## src/rtl/nap_pkg.sv

```systemverilog
// Shared types and default constants for the nap-session controller.
package nap_pkg;

    typedef enum logic [1:0] {
        PH_IDLE   = 2'd0,
        PH_NAP    = 2'd1,
        PH_RING   = 2'd2,
        PH_SNOOZE = 2'd3
    } phase_e;

    localparam int DEF_NAP_W        = 12;
    localparam int DEF_SNOOZE_SEC   = 300;
    localparam int DEF_RING_MAX_SEC = 60;
    localparam int DEF_MAX_SNOOZE   = 3;

endpackage

```

## src/rtl/nap_scheduler_if.sv

```systemverilog
// Button-side requests and alarm/status outputs of the nap scheduler.
interface nap_scheduler_if #(
    parameter int NAP_W = 12
);
    // No valid/ready pairs: every request (tick, go, snooze, dismiss) is a
    // one-cycle pulse taken on the rising clock edge it is high for, and all
    // status outputs are registered levels valid right after that edge.
    logic             tick;
    logic             go;
    logic [NAP_W-1:0] nap_len;
    logic             snooze;
    logic             dismiss;
    logic             alarm_start;
    logic             alarm_stop;
    logic             busy;
    logic [1:0]       phase;
    logic [NAP_W-1:0] remaining;
    logic [1:0]       snooze_cnt;

    modport master (
        output tick, go, nap_len, snooze, dismiss,
        input  alarm_start, alarm_stop, busy, phase, remaining, snooze_cnt
    );

    modport slave (
        input  tick, go, nap_len, snooze, dismiss,
        output alarm_start, alarm_stop, busy, phase, remaining, snooze_cnt
    );

endinterface

```

## src/rtl/nap_sec_timer.sv

```systemverilog
// Loadable seconds down-counter; stops at zero and flags the final second.
module nap_sec_timer #(
    parameter int NAP_W = 12
) (
    input  logic             clock,
    input  logic             reset,
    input  logic             load,
    input  logic [NAP_W-1:0] load_val,
    input  logic             tick,
    input  logic             clr,
    output logic [NAP_W-1:0] count,
    output logic             last
);

    logic [NAP_W-1:0] r_count;

    always_ff @(posedge clock or posedge reset) begin
        if (reset) begin
            r_count <= '0;
        end else if (clr) begin
            r_count <= '0;
        end else if (load) begin
            r_count <= load_val;
        end else if (tick && (r_count != '0)) begin
            r_count <= r_count - NAP_W'(1);
        end
    end

    assign count = r_count;
    assign last  = tick && (r_count == NAP_W'(1));

endmodule

```

## src/rtl/nap_scheduler.sv

```systemverilog
// Nap-session controller: counts down the nap, rings the alarm, and handles
// snooze, dismiss, auto-snooze on an ignored alarm and the final give-up.
module nap_scheduler
    import nap_pkg::*;
#(
    parameter int NAP_W        = DEF_NAP_W,
    parameter int SNOOZE_SEC   = DEF_SNOOZE_SEC,
    parameter int RING_MAX_SEC = DEF_RING_MAX_SEC,
    parameter int MAX_SNOOZE   = DEF_MAX_SNOOZE
) (
    input logic            clock,
    input logic            reset,
    nap_scheduler_if.slave bus
);

    localparam int                RING_W    = $clog2(RING_MAX_SEC + 1);
    localparam logic [RING_W-1:0] RING_LAST = RING_W'(RING_MAX_SEC - 1);
    localparam logic [1:0]        SNZ_MAX   = 2'(MAX_SNOOZE);
    localparam logic [NAP_W-1:0]  SNZ_LOAD  = NAP_W'(SNOOZE_SEC);

    phase_e            r_phase;
    phase_e            w_phase_nxt;
    logic [RING_W-1:0] r_ring_cnt;
    logic [RING_W-1:0] w_ring_cnt_nxt;
    logic [1:0]        r_snooze_cnt;
    logic [1:0]        w_snooze_cnt_nxt;
    logic              r_busy;
    logic              r_alarm_start;
    logic              r_alarm_stop;

    logic              w_load;
    logic              w_clr;
    logic              w_last;
    logic [NAP_W-1:0]  w_load_val;
    logic [NAP_W-1:0]  w_count;

    nap_sec_timer #(
        .NAP_W (NAP_W)
    ) u_timer (
        .clock    (clock),
        .reset    (reset),
        .load     (w_load),
        .load_val (w_load_val),
        .tick     (bus.tick),
        .clr      (w_clr),
        .count    (w_count),
        .last     (w_last)
    );

    always_comb begin
        w_phase_nxt      = r_phase;
        w_ring_cnt_nxt   = r_ring_cnt;
        w_snooze_cnt_nxt = r_snooze_cnt;
        w_load           = 1'b0;
        w_load_val       = bus.nap_len;
        w_clr            = 1'b0;

        case (r_phase)
            PH_IDLE: begin
                if (bus.go) begin
                    w_snooze_cnt_nxt = '0;
                    if (bus.nap_len != '0) begin
                        w_phase_nxt = PH_NAP;
                        w_load      = 1'b1;
                    end else begin
                        w_phase_nxt    = PH_RING;
                        w_ring_cnt_nxt = '0;
                    end
                end
            end

            PH_NAP, PH_SNOOZE: begin
                if (bus.dismiss) begin
                    w_phase_nxt = PH_IDLE;
                    w_clr       = 1'b1;
                end else if (w_last) begin
                    // The timer reaches zero on this same edge by itself.
                    w_phase_nxt    = PH_RING;
                    w_ring_cnt_nxt = '0;
                end
            end

            PH_RING: begin
                if (bus.dismiss) begin
                    w_phase_nxt      = PH_IDLE;
                    w_snooze_cnt_nxt = '0;
                end else if (bus.snooze && (r_snooze_cnt < SNZ_MAX)) begin
                    w_phase_nxt      = PH_SNOOZE;
                    w_load           = 1'b1;
                    w_load_val       = SNZ_LOAD;
                    w_snooze_cnt_nxt = r_snooze_cnt + 2'd1;
                end else if (bus.tick) begin
                    if (r_ring_cnt == RING_LAST) begin
                        // Ignored alarm: auto-snooze while budget remains, else give up.
                        if (r_snooze_cnt < SNZ_MAX) begin
                            w_phase_nxt      = PH_SNOOZE;
                            w_load           = 1'b1;
                            w_load_val       = SNZ_LOAD;
                            w_snooze_cnt_nxt = r_snooze_cnt + 2'd1;
                        end else begin
                            w_phase_nxt = PH_IDLE;
                        end
                    end else begin
                        w_ring_cnt_nxt = r_ring_cnt + RING_W'(1);
                    end
                end
            end

            default: begin
                w_phase_nxt = PH_IDLE;
            end
        endcase
    end

    always_ff @(posedge clock or posedge reset) begin
        if (reset) begin
            r_phase       <= PH_IDLE;
            r_ring_cnt    <= '0;
            r_snooze_cnt  <= '0;
            r_busy        <= 1'b0;
            r_alarm_start <= 1'b0;
            r_alarm_stop  <= 1'b1;
        end else begin
            r_phase       <= w_phase_nxt;
            r_ring_cnt    <= w_ring_cnt_nxt;
            r_snooze_cnt  <= w_snooze_cnt_nxt;
            r_busy        <= (w_phase_nxt != PH_IDLE);
            r_alarm_stop  <= (w_phase_nxt != PH_RING);
            r_alarm_start <= (w_phase_nxt == PH_RING) && (r_phase != PH_RING);
        end
    end

    assign bus.phase       = r_phase;
    assign bus.busy        = r_busy;
    assign bus.alarm_start = r_alarm_start;
    assign bus.alarm_stop  = r_alarm_stop;
    assign bus.remaining   = w_count;
    assign bus.snooze_cnt  = r_snooze_cnt;

endmodule

```

## src/flat_wrapper.sv

```systemverilog
// flat-port wrapper written by rule: the top's interface ports become plain ports
module nap_scheduler_flat import nap_pkg::*;
#(
    parameter int NAP_W        = DEF_NAP_W,
    parameter int SNOOZE_SEC   = DEF_SNOOZE_SEC,
    parameter int RING_MAX_SEC = DEF_RING_MAX_SEC,
    parameter int MAX_SNOOZE   = DEF_MAX_SNOOZE
)
  (clock, reset, bus_tick, bus_go, bus_nap_len, bus_snooze, bus_dismiss, bus_alarm_start, bus_alarm_stop, bus_busy, bus_phase, bus_remaining, bus_snooze_cnt);
  nap_scheduler_if #(.NAP_W(NAP_W)) bus_i ();
  input logic clock;
  input logic reset;
  input wire logic [$bits(bus_i.tick)-1:0] bus_tick;
  input wire logic [$bits(bus_i.go)-1:0] bus_go;
  input wire logic [$bits(bus_i.nap_len)-1:0] bus_nap_len;
  input wire logic [$bits(bus_i.snooze)-1:0] bus_snooze;
  input wire logic [$bits(bus_i.dismiss)-1:0] bus_dismiss;
  output wire logic [$bits(bus_i.alarm_start)-1:0] bus_alarm_start;
  output wire logic [$bits(bus_i.alarm_stop)-1:0] bus_alarm_stop;
  output wire logic [$bits(bus_i.busy)-1:0] bus_busy;
  output wire logic [$bits(bus_i.phase)-1:0] bus_phase;
  output wire logic [$bits(bus_i.remaining)-1:0] bus_remaining;
  output wire logic [$bits(bus_i.snooze_cnt)-1:0] bus_snooze_cnt;
  assign bus_i.tick = bus_tick;
  assign bus_i.go = bus_go;
  assign bus_i.nap_len = bus_nap_len;
  assign bus_i.snooze = bus_snooze;
  assign bus_i.dismiss = bus_dismiss;
  assign bus_alarm_start = bus_i.alarm_start;
  assign bus_alarm_stop = bus_i.alarm_stop;
  assign bus_busy = bus_i.busy;
  assign bus_phase = bus_i.phase;
  assign bus_remaining = bus_i.remaining;
  assign bus_snooze_cnt = bus_i.snooze_cnt;
  nap_scheduler #(.NAP_W(NAP_W), .SNOOZE_SEC(SNOOZE_SEC), .RING_MAX_SEC(RING_MAX_SEC), .MAX_SNOOZE(MAX_SNOOZE)) u_core (.clock(clock), .reset(reset), .bus(bus_i));
endmodule
```

## config.mk

```make
export PLATFORM = sky130hd
export DESIGN_NAME = nap_scheduler_flat
export DESIGN_NICKNAME = d
export VERILOG_FILES = /design/src/rtl/nap_pkg.sv /design/src/rtl/nap_scheduler_if.sv /design/src/rtl/nap_sec_timer.sv /design/src/rtl/nap_scheduler.sv /design/src/flat_wrapper.sv
export SDC_FILE = /design/constraint.sdc
export NUM_CORES = 1
export LEC_CHECK = 0
export CORE_ASPECT_RATIO = 0.5
export CORE_MARGIN = 3
export CORE_UTILIZATION = 54
export DETAILED_ROUTE_END_ITERATION = 7
export PLACE_DENSITY = 0.89
export SYNTH_ARGS = -nofsm -noshare
export SYNTH_HDL_FRONTEND = slang
export SYNTH_HIERARCHICAL = 1
export SYNTH_SLANG_ARGS = --single-unit
```

## constraint.sdc

```tcl
create_clock -name clock -period 6.4 [get_ports clock]
set_input_delay 0.64 -clock clock [delete_from_list [all_inputs] [get_ports clock]]
set_output_delay 0.64 -clock clock [all_outputs]
set_load 0.005 [all_outputs]
```

==> summary.md <==
| Metric | Value |
|---|---|
| # hold bufs at CTS | 0 |
| Cells after Synth | 186 |
| Clock buffer depth | 2 |
| Postcts setup bufs | 0 |
| Pre-Repair DR Iteration Count | 4 |
| FFs w/ async S/R, synth | 1.000 |
| Via Count | 1,561 |
| Routed WL | 4346 um |
| Total power | 0.6862 mW |
| Area Growth Syn to Fin | 23.24% |
| Worst-path fanout max | 23 |
| Run status | complete, no violations |
| Standard-cell rows | 13 |
| CP startpoint kind | register |
| Clock Pin Slew Worst Setup and Hold Paths | 0.08 ns |
| Commonest cells in the synthesized netlist | dfrtp_1 (24), nand2_1 (14), a21oi_1 (12) |
| Setup slack, reg-to-reg | 3.03 ns |
| Final TNS setup | 0 ns |
| CTS Buf Count | 3 |
| Boundary Pins | 37 |
| Skew-Pair Late Insertion Delay | 0.26 ns |
| Unique masters post-synth | 50 |
| Arrival @ worst endpoint | 3.50 ns |
| Overall Global Routing Usage | 0.2330 |
| EDFF count, synth | 0 |
| Crit-path leading delay family | simple AND/OR/NAND/NOR gates |
| Slowest stage cell, crit path | nand2b_1 |
| Synth top area share | 0.3529 |
| Seq/Total Area, Yosys | 0.3684 |
| Worst VDD drop | 0.2206 mV |
| Vias in the first global route | 1,414 |
| RSZ-0062 raised after global routing | no |
| Clk root buf | clkbuf_8 |
| CTS tree | done |
| Antenna-violating nets left | 0 |
| Initial Utilization | 0.6082 |
| Syn Nets | 209 |
| Placed insts | 250 |
| Worst Setup Path Type | reg2reg |
| Mapped Area | 1702 um2 |
| Cell taking the most area after synthesis | dfrtp_1 |
| First-pass GRT wire length | 7051 um |
| Setup violators final | 0 |
| Nets | 241 |
| Resized cells post-CTS | 0 |
| Pleak | 0.8342 nW |
| Vias/cell | 6.146 |
| Worst Path Buf+Inv | 0 |
| Fin crit share | 0.5264 |
| Clock sink total | 25 |
| Syn_area_per_cell | 9.149 um2 |
| DR DRC count | 0 |
| H-tree Lvls | 1 |
| Most frequent cell after synthesis | dfrtp_1 |
| Initial antenna violation count | 0 |
| Final Hold Fails | 0 |
| DP Wirelength | 3246 um |
| Hold Crit Class | reg2reg |
| Ant diodes | 0 |
| Slowest cell delay on critical path | 0.67 ns |
| Chip width | 85.39 um |
| Max cap viols | 0 |
| Top FF cell, synth | dfrtp_1 |
| RePlAce Congestion | 0.9124 |
| Core area | 2798 um2 |
| Post-route non-filler standard cell count | 254 |
| Die area | 3902 um2 |
| Crit path time final | 3.369 ns |
| WL/cell | 17.11 um |
| Slew @ Worst Pin | 0.7599 ns |
| Ratio of cells with drive above 1 in the final layout | 0.1106 |
| Number of synthesized register bits | 25 |
| Max Fclk | 296.8 MHz |
| DR iter-0 viols | 102 |
| Die height | 45.70 um |
| Post-Route Utilization | 0.7496 |
| Main area contributors after synthesis | dfrtp_1 (35%), ha_1 (3.7%), nor2b_1 (3.7%) |
| Worst path cell trace | nor2b_1 -> nand2_1 -> nor3_4 -> nand2b_1 -> nor2_1 -> o311ai_0 -> o21ai_0 |
| Max-slew headroom | 0.4934 |
| Slew Limit Fails | 0 |
| Crit path capture type | register |
| Req. time, crit path | 6.53 ns |
| Pwr dens | 327.2 nW/um2 |
| Largest net degree at the start of global routing | 24 |
| Number of synthesis warnings | 6 |
| Gr ovfl total | 0 |
| Port-buffer cells | 36 |
| Clock skew | 0.003228 ns |
placed cells by master, fill, tap and decap left out, types with 2 or more instances in the layout:
cell type,count
nor2b_1,10
mux2i_1,2
ha_1,5
o21ai_0,8
clkdlybuf4s50_1,36
o22ai_1,2
nand2b_1,5
nor2_1,10
nand2_1,14
or4_1,3
nor3_1,5
o211ai_1,4
dfrtp_1,24
or2_2,3
clkbuf_8,3
inv_1,11
or4_4,2
a21oi_2,2
o311ai_0,4
nand3_1,8
a21oi_1,12
a31oi_1,5
or2_1,4
nor4_1,5
nor4_2,3
a211oi_1,2
or3_2,2
and3_1,2
routing by layer:
metal	up-vias	part of all wire	GRT usage
li1	752	-	-
met1	731	0.46	0.3296
met2	72	0.47	0.3735
met3	6	0.063	0.05957
met4	0	0.0087	0.03470
met5	-	0	0
final timing paths:
path	startpoint	endpoint	cells past startpoint
worst max-delay path	u_core/bus.phase[1]	u_core/u_timer/count[7]	7
worst min-delay path	u_core/r_ring_cnt[0]	u_core/r_ring_cnt[0]	1
worst max register to register	u_core/bus.phase[1]	u_core/u_timer/count[7]	7
worst min register to register	u_core/r_ring_cnt[0]	u_core/r_ring_cnt[0]	1
max in group asynchronous	reset	u_core/bus.alarm_stop	2
min in group asynchronous	reset	u_core/u_timer/count[0]	2
cell families (layout without fill, tap and decap cells):
logic type      count (synthesis)  after routing  share of synthesized area
compound gates                 50             50                     0.2221
xor+xnor                        1              1                   0.005148
fa+ha+maj                       5              5                    0.03676
buf+inv                        20             51                    0.05734
flops                          25             25                     0.3684
mux                             3              3                    0.02059
simple gates                   82             82                     0.2897
state kept, by name, summed over array words and instances, names as in the netlist:
| register | cells |
|---|---|
| u_core/r_ring_cnt | 6 |
| u_core/bus.snooze_cnt | 2 |
| u_core/u_timer/count | 12 |
| u_core/bus.busy | 1 |
| u_core/bus.alarm_stop | 1 |
| u_core/bus.alarm_start | 1 |
| u_core/bus.phase | 2 |
power by group:
part | internal (mW) | switching [mW]
combinational | 0.167 | 0.180
clock | 0.0445 | 0.0481
sequential | 0.197 | 0.0489
total | 0.409 | 0.277
final cells by class:
type	count	area, um2
repair buffers	36	360.3
well taps	37	46.29
clock buffers	4	45.04
inverters	11	41.29
flip-flops and latches	25	626.9
multi-input cells	141	977.2
fillers	199	700.7
per-stage QoR:
stage	hold slack [ns]	area, um2	setup WS (ns)
after floorplan	0.4493	1702	3.710
after global placement	0.4760	2052	3.111
after detailed placement	0.5098	2052	2.891
after CTS	0.5228	2097	3.074
after global routing	0.5458	2097	2.753
final	0.5162	2097	3.031
Note: power is estimated with default switching activity, not from simulation.
